$ cat src/rtl/ucomp_seq_pkg.sv
`default_nettype none
// +--------------------------------------------------------------------+
// | ucomp_seq_pkg : FSM encoding and size codes for the compare unit   |
// | Rev 1.0                                                            |
// +--------------------------------------------------------------------+
package ucomp_seq_pkg;

  typedef enum logic [1:0] {
    ST_IDLE = 2'd0,
    ST_CMP  = 2'd1,
    ST_DONE = 2'd2
  } state_t;

  localparam logic [1:0] SZ8  = 2'b00;
  localparam logic [1:0] SZ16 = 2'b01;
  localparam logic [1:0] SZ32 = 2'b10;

  // Index of the most significant byte that takes part in the compare.
  function automatic logic [1:0] top_idx(input logic [1:0] sz);
    case (sz)
      SZ8:     top_idx = 2'd0;
      SZ16:    top_idx = 2'd1;
      default: top_idx = 2'd3;
    endcase
  endfunction

endpackage : ucomp_seq_pkg
`default_nettype wire

$ cat src/rtl/ucomp_seq_cmp8.sv
`default_nettype none
// +--------------------------------------------------------------------+
// | ucomp8 : 8-bit unsigned magnitude comparator slice                 |
// | Rev 1.0                                                            |
// +--------------------------------------------------------------------+
module ucomp8 (
  input  logic [7:0] a,
  input  logic [7:0] b,
  output logic       agb,
  output logic       eq,
  output logic       bga
);

  assign agb = (a > b);
  assign eq  = (a == b);
  assign bga = (a < b);

endmodule : ucomp8
`default_nettype wire

$ cat src/rtl/ucomp_seq.sv
`default_nettype none
// +--------------------------------------------------------------------+
// | ucomp_seq : byte-serial unsigned compare, MSB byte first, early out|
// | Rev 1.0                                                            |
// +--------------------------------------------------------------------+
module ucomp_seq
  import ucomp_seq_pkg::*;
(
  input  logic        clk,
  input  logic        reset,
  input  logic        in_valid,
  output logic        in_ready,
  input  logic [31:0] a,
  input  logic [31:0] b,
  input  logic [1:0]  size,
  output logic        out_valid,
  input  logic        out_ready,
  output logic        agb,
  output logic        eq,
  output logic        bga,
  output logic        busy
);

  state_t      state, state_nxt;
  logic [1:0]  idx;
  logic [31:0] a_q, b_q;
  logic [1:0]  size_q;
  logic        agb_q, eq_q, bga_q;

  logic [4:0]  bit_base;
  logic [7:0]  a_byte, b_byte;
  logic        byte_live;
  logic        s_agb, s_eq, s_bga;

  // Bytes above the latched size are forced to zero so they can never decide.
  assign bit_base  = {idx, 3'b000};
  assign byte_live = (idx <= top_idx(size_q));
  assign a_byte    = byte_live ? a_q[bit_base +: 8] : 8'h00;
  assign b_byte    = byte_live ? b_q[bit_base +: 8] : 8'h00;

  ucomp8 u_slice (
    .a   (a_byte),
    .b   (b_byte),
    .agb (s_agb),
    .eq  (s_eq),
    .bga (s_bga)
  );

  always_ff @(posedge clk) begin
    if (reset) begin
      state <= ST_IDLE;
    end else begin
      state <= state_nxt;
    end
  end

  always_ff @(posedge clk) begin
    if (reset) begin
      idx    <= 2'd0;
      a_q    <= 32'd0;
      b_q    <= 32'd0;
      size_q <= SZ8;
      agb_q  <= 1'b0;
      eq_q   <= 1'b0;
      bga_q  <= 1'b0;
    end else begin
      case (state)
        ST_IDLE: begin
          if (in_valid) begin
            a_q    <= a;
            b_q    <= b;
            size_q <= size;
            idx    <= top_idx(size);
          end
        end
        ST_CMP: begin
          if (!s_eq) begin
            agb_q <= s_agb;
            bga_q <= s_bga;
            eq_q  <= 1'b0;
          end else if (idx == 2'd0) begin
            agb_q <= 1'b0;
            bga_q <= 1'b0;
            eq_q  <= 1'b1;
          end else begin
            idx <= idx - 2'd1;
          end
        end
        default: ;
      endcase
    end
  end

  always_comb begin
    state_nxt = state;
    case (state)
      ST_IDLE: if (in_valid) state_nxt = ST_CMP;
      ST_CMP:  if (!s_eq || idx == 2'd0) state_nxt = ST_DONE;
      ST_DONE: if (out_ready) state_nxt = ST_IDLE;
      default: state_nxt = ST_IDLE;
    endcase
  end

  always_comb begin
    in_ready  = (state == ST_IDLE);
    busy      = (state != ST_IDLE);
    out_valid = (state == ST_DONE);
    agb       = agb_q;
    eq        = eq_q;
    bga       = bga_q;
  end

endmodule : ucomp_seq
`default_nettype wire

$ cat config.mk
export PLATFORM = sky130hd
export DESIGN_NAME = ucomp_seq
export DESIGN_NICKNAME = d
export VERILOG_FILES = /design/src/rtl/ucomp_seq_pkg.sv /design/src/rtl/ucomp_seq_cmp8.sv /design/src/rtl/ucomp_seq.sv
export SDC_FILE = /design/constraint.sdc
export NUM_CORES = 1
export LEC_CHECK = 0
export ABC_CLOCK_PERIOD_IN_PS = 10000
export BUFFER_PORTS_ARGS = -buffer_cell sky130_fd_sc_hd__buf_2
export CORE_MARGIN = 5
export CORE_UTILIZATION = 55
export DETAILED_ROUTE_END_ITERATION = 16
export PLACE_DENSITY = 0.88
export SYNTH_ARGS = -nofsm -noshare
export SYNTH_HDL_FRONTEND = slang
export SYNTH_SLANG_ARGS = --single-unit
$ cat constraint.sdc
create_clock -name clk -period 10 [get_ports clk]
set_input_delay 2 -clock clk [delete_from_list [all_inputs] [get_ports clk]]
set_output_delay 2 -clock clk [all_outputs]
set_load 0.005 [all_outputs]
==> flow_summary.ini <==
[synthesis]
avgSynthCellArea_sq_um = 8.36
synth_cell_type_count = 27
synth_area_sq_um = 3270
synth_fp_nets = 472
synthCells = 391
synth-seq-area-share_pct = 44.7
async_flop_share_pct = 0
yosysWarnings = 0
synth_ff_type = dfxtp_1
synth_edf_count = 0
synth_seq_cells = 73

[clock_tree]
cts_resized = 0
cts_tree = done
h-tree-depth = 3
worstSkewPairLatency_ns = 0.35
cts.sinks = 73
ctsHoldBuffers = 0
post_cts_buffers = 0
clkTransAtPathRegs_ns = 0.07
cts_root_buffer = clkbuf_8
cts-buffers-inserted = 9
cts_buffer_depth = 2

[timing]
slew_headroom_pct = 23.0
period_needed_ns = 3.91
setup-tns-final_ns = 0
finClkSkew_ns = 0.00687
max_freq_mhz = 256
rsz0062_at_grt = no
drv_slew = 0
period_share_pct = 39.1
setup_viol = 0
finalHoldViolCount = 0
tightest_slew_ns = 1.15

[detailed_routing]
vias_per_cell = 5.25
postRouteAntennaNets = 0
wire_per_inst_um = 13.4
drc_errors = 0
drt_pass1_iterations = 4
finalWirelength_um = 7110
dr_total_vias = 2777
first_iter_violations = 183

[placement]
placed_area_sq_um = 3640
port-buffer-count = 75
gp_congestion = 0.753
dp.final_hpwl_um = 4900

[floorplanning]
core_area_sq_um = 5850
rows = 28
die_x_um = 87.1
die_area_sq_um = 7590
die_y_um = 87.1
start_util_pct = 55.9
ios = 76

[power_and_ir_drop]
p_total_uw = 684
leakagePower_uw = 0.00157
ir_worst_vdd_v = 0.000128
power.density_nw_per_um2 = 180

[layout]
antenna_cells = 0
layout-drive-gt1-share_pct = 24.2
final_cell_mix = nand2_1 (146), buf_2 (75), a21oi_1 (73), dfxtp_1 (73), mux4_2 (16)
final_common_cell = nand2_1
final_nets = 532
final_area_sq_um = 3800
synthToLayoutAreaGrowth_pct = 16.3

[critical_path]
slowest_delay_ns = 0.89
worst_setup_path_start_kind = register
cp.arrival_ns = 4.20
crit_path_end_kind = register
required_ns = 10.30
crit_type = register to register
path_cells = ha_1 > nor2b_1 > o21ai_1 > and2_1 > ha_1 > nand2_1 > o21bai_1 > a21oi_1 > a2111oi_0 > a32o_1
crit_fanout = 19
slowest_stage = dfxtp_1
cpMostUsedCell = ha_1

[global_route]
grt_use_total_pct = 19.8
grt_pass1_wl_um = 11800
grt_max_degree = 75
grt_pass1_vias = 2813
antenna_found_initial = 0
grt_overflow_total = 0

[job]
cap_violations = 0

[hold_path]
hp-class = register to register

[status]
status = complete, no violations
[critical path, delay by kind of cell (launching register included)]
family                     cells  cell delay, ns
and+or+nand+nor                3            0.52
DFF                            1            0.89
AOI/OAI and AO/OA              5            1.81
adders and majority gates      2            0.61
[layout make-up]
type | count | area [sq um]
well taps | 75 | 93.8
multi-input cells | 285 | 1680
inverters | 5 | 18.8
repair buffers | 77 | 390
flip-flops and latches | 73 | 1460
clock buffers | 14 | 163
fillers | 469 | 2050
[final timing paths]
path / cells after the start / from / to / slack [ns]
setup / recovery: 10 / idx[1] / bga / 6.09
setup reg to reg: 10 / idx[1] / bga / 6.09
hold reg to reg: 2 / b_q[2] / b_q[2] / 0.45
hold / removal: 2 / b_q[2] / b_q[2] / 0.45
[power breakdown]
group | internal (uW) | switching [uW] | total, uW
Sequential | 315 | 14.5 | 329
Clock | 101 | 99.5 | 201
Combinational | 66.7 | 86.9 | 154
[state kept, by name (all words and copies together), names as in the netlist]
register / count
b_q: 32
size_q: 2
a_q: 32
idx: 2
agb: 1
state: 2
eq: 1
bga: 1
[cells in the mapped netlist (3+ instances only)]
master | n | area share, %
a21oi_1 | 73 | 11
and2_1 | 8 | 1.5
buf_2 | 10 | 1.5
clkbuf_1 | 18 | 2.1
dfxtp_1 | 73 | 45
ha_1 | 11 | 4.2
inv_1 | 5 | 0.57
mux4_2 | 16 | 11
nand2_1 | 147 | 17
nand2b_1 | 3 | 0.57
nor2_1 | 5 | 0.57
nor2b_1 | 5 | 0.96
nor3_1 | 3 | 0.46
[per-layer routing]
layer  vias up  global-route usage, %  wire [um]
li1       1427                      -          -
met1      1270                   21.9       2970
met2        66                   35.5       3650
met3        14                   3.41        359
met4         0                   11.3        129
met5         -                      0          0
[per-stage QoR]
step | std cells | setup WS (ns) | utilization [%] | hold WS, ns
5_1_grt | 529 | 5.85 | 65.0 | 0.466
3_3_place_gp | 515 | 6.11 | 62.2 | 0.440
3_5_place_dp | 515 | 5.88 | 62.2 | 0.446
2_1_floorplan | 391 | 6.83 | - | 0.432
4_1_cts | 529 | 5.72 | 65.0 | 0.455
6_report | 529 | 6.09 | 65.0 | 0.454
[kinds of logic after synthesis]
family | synth area share, %
simple gates | 22.7
compound gates | 13.2
flops | 44.7
buf+inv | 4.17
mux | 11.0
fa+ha+maj | 4.21
(Power assumes the default switching activity.)
